File: config.mk
export PLATFORM = sky130hd
export DESIGN_NAME = bank_rd_scheduler
export DESIGN_NICKNAME = d
export VERILOG_FILES = /design/src/rtl/bank_rd_scheduler.sv
export SDC_FILE = /design/constraint.sdc
export NUM_CORES = 1
export LEC_CHECK = 0
export BUFFER_PORTS_ARGS = -buffer_cell sky130_fd_sc_hd__buf_2
export CAP_MARGIN = 40
export CORE_MARGIN = 3
export CORE_UTILIZATION = 25
export CTS_CLUSTER_DIAMETER = 30
export DETAILED_ROUTE_END_ITERATION = 7
export PLACE_DENSITY = 0.54
export SLEW_MARGIN = 20
export SYNTH_ARGS = -nofsm -noshare
export SYNTH_HDL_FRONTEND = slang
export SYNTH_SLANG_ARGS = --single-unit
File: constraint.sdc
create_clock -name i_clk -period 2.6 [get_ports i_clk]
set_input_delay 0.39 -clock i_clk [delete_from_list [all_inputs] [get_ports i_clk]]
set_output_delay 0.39 -clock i_clk [all_outputs]
set_load 0.01 [all_outputs]
File: src/rtl/bank_rd_scheduler.sv
// Read scheduler for a 4-bank memory: arbitrates two requesters, issues one-hot bank reads,
// and aligns the output-mux select with returning data. Define RR_ARB_EN for round-robin arbitration.
module bank_rd_scheduler #(
    parameter int ADDR_WIDTH = 6,
    parameter int RD_LATENCY = 2
) (
    input  logic                  i_clk,
    input  logic                  i_rst_n,
    input  logic                  i_en,
    input  logic [1:0]            i_req,
    input  logic [ADDR_WIDTH-1:0] i_addr0,
    input  logic [ADDR_WIDTH-1:0] i_addr1,
    output logic [1:0]            o_gnt,
    output logic [3:0]            o_bank_en,
    output logic [ADDR_WIDTH-3:0] o_bank_addr,
    output logic [1:0]            o_mux_sel,
    output logic                  o_rsp_valid,
    output logic                  o_rsp_id,
    output logic                  o_busy
);

    localparam int BA_W = ADDR_WIDTH - 2;

    localparam logic [1:0] ST_IDLE  = 2'd0;
    localparam logic [1:0] ST_SERVE = 2'd1;
    localparam logic [1:0] ST_DRAIN = 2'd2;

    logic [1:0]            state;
    logic [1:0]            state_nxt;
    logic                  ptr;
    logic [1:0]            gnt;
    logic                  acc;
    logic                  gnt_id;
    logic [ADDR_WIDTH-1:0] gnt_addr;
    logic [1:0]            gnt_bank;
    logic                  inflight_nxt;
    logic                  any_vld;

    logic                  vld_p0;
    logic [1:0]            sel_p0;
    logic                  id_p0;
    logic [3:0]            bank_en_p0;
    logic [BA_W-1:0]       bank_addr_p0;

    logic                  vld_pn [RD_LATENCY];
    logic [1:0]            sel_pn [RD_LATENCY];
    logic                  id_pn  [RD_LATENCY];

    // Arbitration: ptr names the winner only when both requesters are active
    always_comb begin
        gnt = 2'b00;
        if (state == ST_SERVE) begin
            if (i_req == 2'b11) begin
                gnt = ptr ? 2'b10 : 2'b01;
            end else begin
                gnt = i_req;
            end
        end
    end

    assign acc      = |(i_req & gnt);
    assign gnt_id   = gnt[1];
    assign gnt_addr = gnt_id ? i_addr1 : i_addr0;
    assign gnt_bank = gnt_addr[ADDR_WIDTH-1 -: 2];

`ifdef RR_ARB_EN
    always_ff @(posedge i_clk or negedge i_rst_n) begin
        if (!i_rst_n) begin
            ptr <= 1'b0;
        end else if (acc) begin
            ptr <= ~gnt_id;
        end
    end
`else
    assign ptr = 1'b0;
`endif

    // Stage p0: issue register driving the bank array
    always_ff @(posedge i_clk or negedge i_rst_n) begin
        if (!i_rst_n) begin
            vld_p0       <= 1'b0;
            sel_p0       <= 2'b00;
            id_p0        <= 1'b0;
            bank_en_p0   <= 4'b0000;
            bank_addr_p0 <= '0;
        end else begin
            vld_p0     <= acc;
            bank_en_p0 <= acc ? (4'b0001 << gnt_bank) : 4'b0000;
            if (acc) begin
                sel_p0       <= gnt_bank;
                id_p0        <= gnt_id;
                bank_addr_p0 <= gnt_addr[BA_W-1:0];
            end
        end
    end

    // Stages pn: latency-matching shift; sel/id only advance with a valid entry so the
    // last stage holds its value between responses
    always_ff @(posedge i_clk or negedge i_rst_n) begin
        if (!i_rst_n) begin
            for (int i = 0; i < RD_LATENCY; i++) begin
                vld_pn[i] <= 1'b0;
                sel_pn[i] <= 2'b00;
                id_pn[i]  <= 1'b0;
            end
        end else begin
            vld_pn[0] <= vld_p0;
            if (vld_p0) begin
                sel_pn[0] <= sel_p0;
                id_pn[0]  <= id_p0;
            end
            for (int i = 1; i < RD_LATENCY; i++) begin
                vld_pn[i] <= vld_pn[i-1];
                if (vld_pn[i-1]) begin
                    sel_pn[i] <= sel_pn[i-1];
                    id_pn[i]  <= id_pn[i-1];
                end
            end
        end
    end

    // The entry in the last stage is leaving this cycle, so it does not keep DRAIN alive
    always_comb begin
        inflight_nxt = vld_p0;
        any_vld      = vld_p0;
        for (int i = 0; i < RD_LATENCY; i++) begin
            any_vld = any_vld | vld_pn[i];
            if (i < RD_LATENCY - 1) begin
                inflight_nxt = inflight_nxt | vld_pn[i];
            end
        end
    end

    always_comb begin
        state_nxt = state;
        case (state)
            ST_IDLE:  if (i_en) state_nxt = ST_SERVE;
            ST_SERVE: if (!i_en) state_nxt = ST_DRAIN;
            ST_DRAIN: if (!inflight_nxt) state_nxt = ST_IDLE;
            default:  state_nxt = ST_IDLE;
        endcase
    end

    always_ff @(posedge i_clk or negedge i_rst_n) begin
        if (!i_rst_n) begin
            state <= ST_IDLE;
        end else begin
            state <= state_nxt;
        end
    end

    assign o_gnt       = gnt;
    assign o_bank_en   = bank_en_p0;
    assign o_bank_addr = bank_addr_p0;
    assign o_mux_sel   = sel_pn[RD_LATENCY-1];
    assign o_rsp_valid = vld_pn[RD_LATENCY-1];
    assign o_rsp_id    = id_pn[RD_LATENCY-1];
    assign o_busy      = (state != ST_IDLE) | any_vld;

endmodule
## After elaboration in Yosys (flattened, before gate mapping)

Cells that the tools add are included.

| cells by class | value |
|---|---|
| mux-type cells | 8 |
| magnitude comparators | 0 |
| eq/ne operators | 6 |
| reduce and logical (&&, ||, !) cells | 4 |
| shifts and indexed selects | 1 |
| div/mod/pow operators | 0 |
| multiply operators | 0 |
| $add $sub $neg | 0 |
| bitwise gates (word level) | 4 |

Operators with widths:

| kind | count |
|---|---|
| 2-to-1 mux 2 bit | 5 |
| 2-to-1 mux 6 bit | 1 |
| != test 2 bit, second input constant | 3 |
| case mux 2 bit (3 select lines) | 1 |
| equality test 2 bit, second input constant | 2 |
| 2-to-1 mux 4 bit | 1 |
| left shift 1 x 2 -> 4 bit, first input constant | 1 |
| bitwise OR 1 bit | 3 |
| AND reduction 3 bit | 1 |
| bitwise AND 2 bit | 1 |
| equality test 2 x 1 -> 1 bit, second input constant | 1 |
| logical NOT 2 bit | 1 |
| nonzero test 2 bit | 1 |
| OR reduction 2 bit | 1 |

| word-level totals | value |
|---|---|
| ROM bits | 0 |
| memory bits (writable) | 0 |
| memories kept | 0 |
| logic and storage cells | 35 |
| register bits after elaboration | 22 |
| latch bits | 0 |
| input port bits | 17 |
| output and inout bits | 15 |

## Longest topological paths before layout

| depth | value |
|---|---|
| word-level depth | 6 |
| depth in mapped cells | 4 |
| depth with buffers taken out | 3 |

## Worst setup path after synthesis

No wires, ideal clock.

| path | value |
|---|---|
| kind | reg2reg |
| start point | register state[1] |
| end point | register bank_en_p0[3], in the netlist o_bank_en[3] |
| period minus slack after synthesis | 1321 ps |
| data required time | 2481 ps |
| data arrival time | 1202 ps |
| setup slack | 1279 ps |
| buffers on the path | 0 |
| stages on the path, launching flop included | 4 |
| setup time | 119 ps |
| path through | dfrtp_1 > and4bb_4 > mux2_4 > and2_1 |

| between the ends | value |
|---|---|
| word-level cells in the longest chain between the ends | 5 |
| elaborated cells between the ends (all ways) | 7 |
| those cells by class | 1 x eq/ne; 1 x shift; 3 x mux; 1 x bitwise; 1 x reduce/logical |

Ends and longest elaborated chain:

| element | RTL line | RTL |
|---|---|---|
| from (decl) | 28 | `logic [1:0] state;` |
| from (signal assigned) | 148 | `state <= state_nxt;` |
| equality test 2 x 1 -> 1 bit * | 52 | `if (state == ST_SERVE) begin` |
| 2-to-1 mux 2 bit * | 52 |  |
| via o_gnt[1] | 13 | `output logic [1:0] o_gnt,` |
| 2-to-1 mux 6 bit / bitwise AND 2 bit (equally long branches) | 63, 61 |  |
| left shift 1 x 2 -> 4 bit / OR reduction 2 bit (equally long branches) | 88, 61 |  |
| 2-to-1 mux 4 bit * | 88 | `bank_en_p0 <= acc ? (4'b0001 << gnt_bank) : 4'b0000;` |
| to (signal assigned) | 88 |  |
| to (decl) | 42 | `logic [3:0] bank_en_p0;` |

The timed path passes the listed nets; every way through them passes the cells marked *.
A chain may end at the register's enable or synchronous reset.

## Worst setup path in the final report

| path | value |
|---|---|
| start point | register state[1] |
| end point | output o_gnt[1] |

| between the ends | value |
|---|---|
| word-level cells in the longest chain between the ends | 2 |

Ends and longest elaborated chain:

| element | RTL line |
|---|---|
| equality test 2 x 1 -> 1 bit | 52 |
| 2-to-1 mux 2 bit | 52 |
| to (decl) | 13 |

No other way between the ends.

==> impl_metrics.ini <==
[outcome]
status = finished clean

[sta]
fin_crit_sh = 0.624
max_freq_ghz = 0.616
hold_viol = 0
skew_ns = 0.00635
tightest_slew_ns = 0.486
slew_headroom = 0.676
finalSetupViolCount = 0
whs_ns = 0.0819
period_minus_slack_ns = 1.62
fin_tns_setup_ns = 0
rsz0062_at_grt = false
maxSlewViolCount = 0

[power]
ir_drop_uv = 302
power_density_nw_per_um2 = 875
p_int_mw = 0.782
clkPwrFrac = 0.292
switching_share = 0.271
seq_power_share = 0.461
p_leak_nw = 0.570
p_total_mw = 1.07
power.switching_mw = 0.291
p_comb_frac = 0.247

[worst_setup_path]
endpoint_kind = output port
startpoint = state[1]$_DFFE_PN0P_
reg2reg_slack_ns = 1.23
crit_arrival_ns = 1.23
slowest_stage = dfrtp_1
crit_chain = and4bb_4 > buf_2
path_max_fanout = 7
cp.required_ns = 2.21
cp-start-kind = flop
timing.rr.end = o_bank_en[3]$_DFF_PN0_
r2r-start = state[1]$_DFFE_PN0P_
crit_end = o_gnt[1]
path_class = reg2out
ff2ff_path_depth = 3
slowest_delay_ns = 0.44

[synth]
ys_seq_area_frac = 0.563
syn-cell-area_um2 = 977
synth_warnings = 0
ys_top_cells_by_area = dfrtp_1 56%, mux2_2 6.9%, a22oi_1 4.6%, nor2b_1 4.5%, a31oi_1 3.8%
syn_avg_cell_area_um2 = 11.5
synth_top_area_cell = dfrtp_1
synth_edf_count = 0
synth_top_area_share = 0.563
async_reset_ff_frac = 1.00
synth_seq_cells = 22
dominantRegCellSynth = dfrtp_1
ys_types = 22
synth_cells = 85
synth_fp_nets = 102

[clock_tree]
clock_latency_ns = 0.26
clkTransAtPathRegs_ns = 0.08
tritoncts = built
post_cts_buffers = 0
postCtsHoldBufs = 0
clock_path_buffers = 2
cts_made_buffers = 3
ctsResizeCount = 0
clkSinkCount = 22
htreeDepth = 1
clock-root-buffer = clkbuf_8

[finish]
multi_input_area_um2 = 389
fin_nets = 131
regArea_um2 = 551
diodes = 0
drive_gt1_frac = 0.407
final_common_cell = buf_2
fillCellCount = 382
layout-area-overhead-vs-synth_pct = 25.5
layout_common_cells = 31 x buf_2, 22 x dfrtp_1, 7 x nor2_1, 7 x nor2b_1, 7 x o21ai_0

[die]
io_pins = 32
start_util = 0.263
die_w_um = 68.5
rows = 22
die_h_um = 68.5
core_area_um2 = 3720
design.die.area_um2 = 4690

[detailed_routing]
post_drt_wl_per_cell_um = 12.8
via_per_inst = 4.66
drt_iter0_drc = 26
first_pass_iters = 4
drcViolationCount = 0
ant_nets = 0
dr_total_vias = 751
drt-total-wl_um = 2060

[global_routing]
gr-total-overflow = 0
grtUsageTotal = 0.100
grt_max_degree = 23
grt_pass1_wl_um = 3480
grt_pass1_vias = 757
antenna_found_initial = 0

[hold_path]
hold_class = in2async

[placement]
place_congestion = 0.717
port-buffer-count = 31
hpwl_um = 1570

[job]
max_cap_violations = 0
## routing by layer
| metal | wire, um | track usage | part of all wire | vias up |
|---|---|---|---|---|
| met4 | 27 | 0.0298 | 0.013 | 0 |
| met2 | 1050 | 0.173 | 0.51 | 14 |
| met1 | 898 | 0.117 | 0.44 | 379 |
| met5 | 0 | 0 | 0 | - |
| li1 | - | - | - | 356 |
| met3 | 89 | 0.0324 | 0.043 | 2 |
## synthesized netlist by cell type (all sizes together), types with 2 or more instances
cell    number
and2         2
nor2b        7
dfrtp       22
a21oi        2
buf          3
mux2         7
o21ai        7
a22oi        6
nor2         7
and2b        2
clkbuf       4
nand2        2
a31oi        6
## cell families (layout without fill, tap and decap cells)
kind of cell           after synthesis  in the layout  synth area share
multiplexers                         8              8            0.0947
AND/OR/NAND/NOR                     26             26             0.164
buffers and inverters                7             35            0.0384
flip-flops                          22             22             0.563
AO/OA/AOI/OAI                       22             22             0.140
## flip-flops by register name, summed over array words and instances (netlist names)
| signal | flops |
|---|---|
| sel_pn | 2 |
| id_p0 | 1 |
| o_bank_addr | 4 |
| state | 2 |
| id_pn | 1 |
| o_bank_en | 4 |
| vld_pn | 1 |
| sel_p0 | 2 |
| o_rsp_id | 1 |
| o_rsp_valid | 1 |
| vld_p0 | 1 |
| o_mux_sel | 2 |
## metrics by stage
step | utilization | std cells | area [um^2] | worst slack, ns
final | 0.330 | 161 | 1230 | 0.977
after global routing | 0.330 | 161 | 1230 | 0.924
after CTS | 0.330 | 161 | 1230 | 0.969
after detailed placement | 0.311 | 157 | 1150 | 1.11
after global placement | 0.311 | 157 | 1150 | 1.12
after floorplan | - | 85 | 977 | 1.28
## final cells by class
cell class / count / share of cell area
clock inverter: 1 / 0.0245
timing repair buffer: 31 / 0.127
tap: 48 / 0.0490
multi-input combinational: 56 / 0.317
clock buffer: 3 / 0.0337
sequential: 22 / 0.449
## worst min-delay path by stage
stage,slack [ns],end,startpoint,cells past startpoint
2_1_floorplan,0.09,id_p0$_DFFE_PN0P_,i_rst_n,0
3_3_place_gp,0.38,o_bank_addr[1]$_DFFE_PN0P_,i_rst_n,1
3_5_place_dp,0.39,sel_p0[1]$_DFFE_PN0P_,i_rst_n,1
4_1_cts,0.1,o_bank_addr[1]$_DFFE_PN0P_,i_rst_n,1
5_1_grt,0.11,o_bank_en[3]$_DFF_PN0_,i_rst_n,1
6_report,0.08,o_bank_addr[1]$_DFFE_PN0P_,i_rst_n,1
## worst max-delay path, delay by kind of cell (launching register included)
family                 cells  cell delay (ns)
flip-flops                 1             0.44
AND/OR/NAND/NOR            1             0.39
buffers and inverters      1             0.14
## power groups by stage
| stage | clock, mW | combinational, mW | sequential (mW) |
|---|---|---|---|
| 2_1_floorplan | 0 | 0.176 | 0.504 |
| 3_3_place_gp | 0 | 0.265 | 0.498 |
| 3_5_place_dp | 0 | 0.270 | 0.502 |
| 4_1_cts | 0.325 | 0.272 | 0.496 |
| 5_1_grt | 0.342 | 0.297 | 0.512 |
| 6_report | 0.313 | 0.265 | 0.495 |
Power figures use the tool's default switching activity.
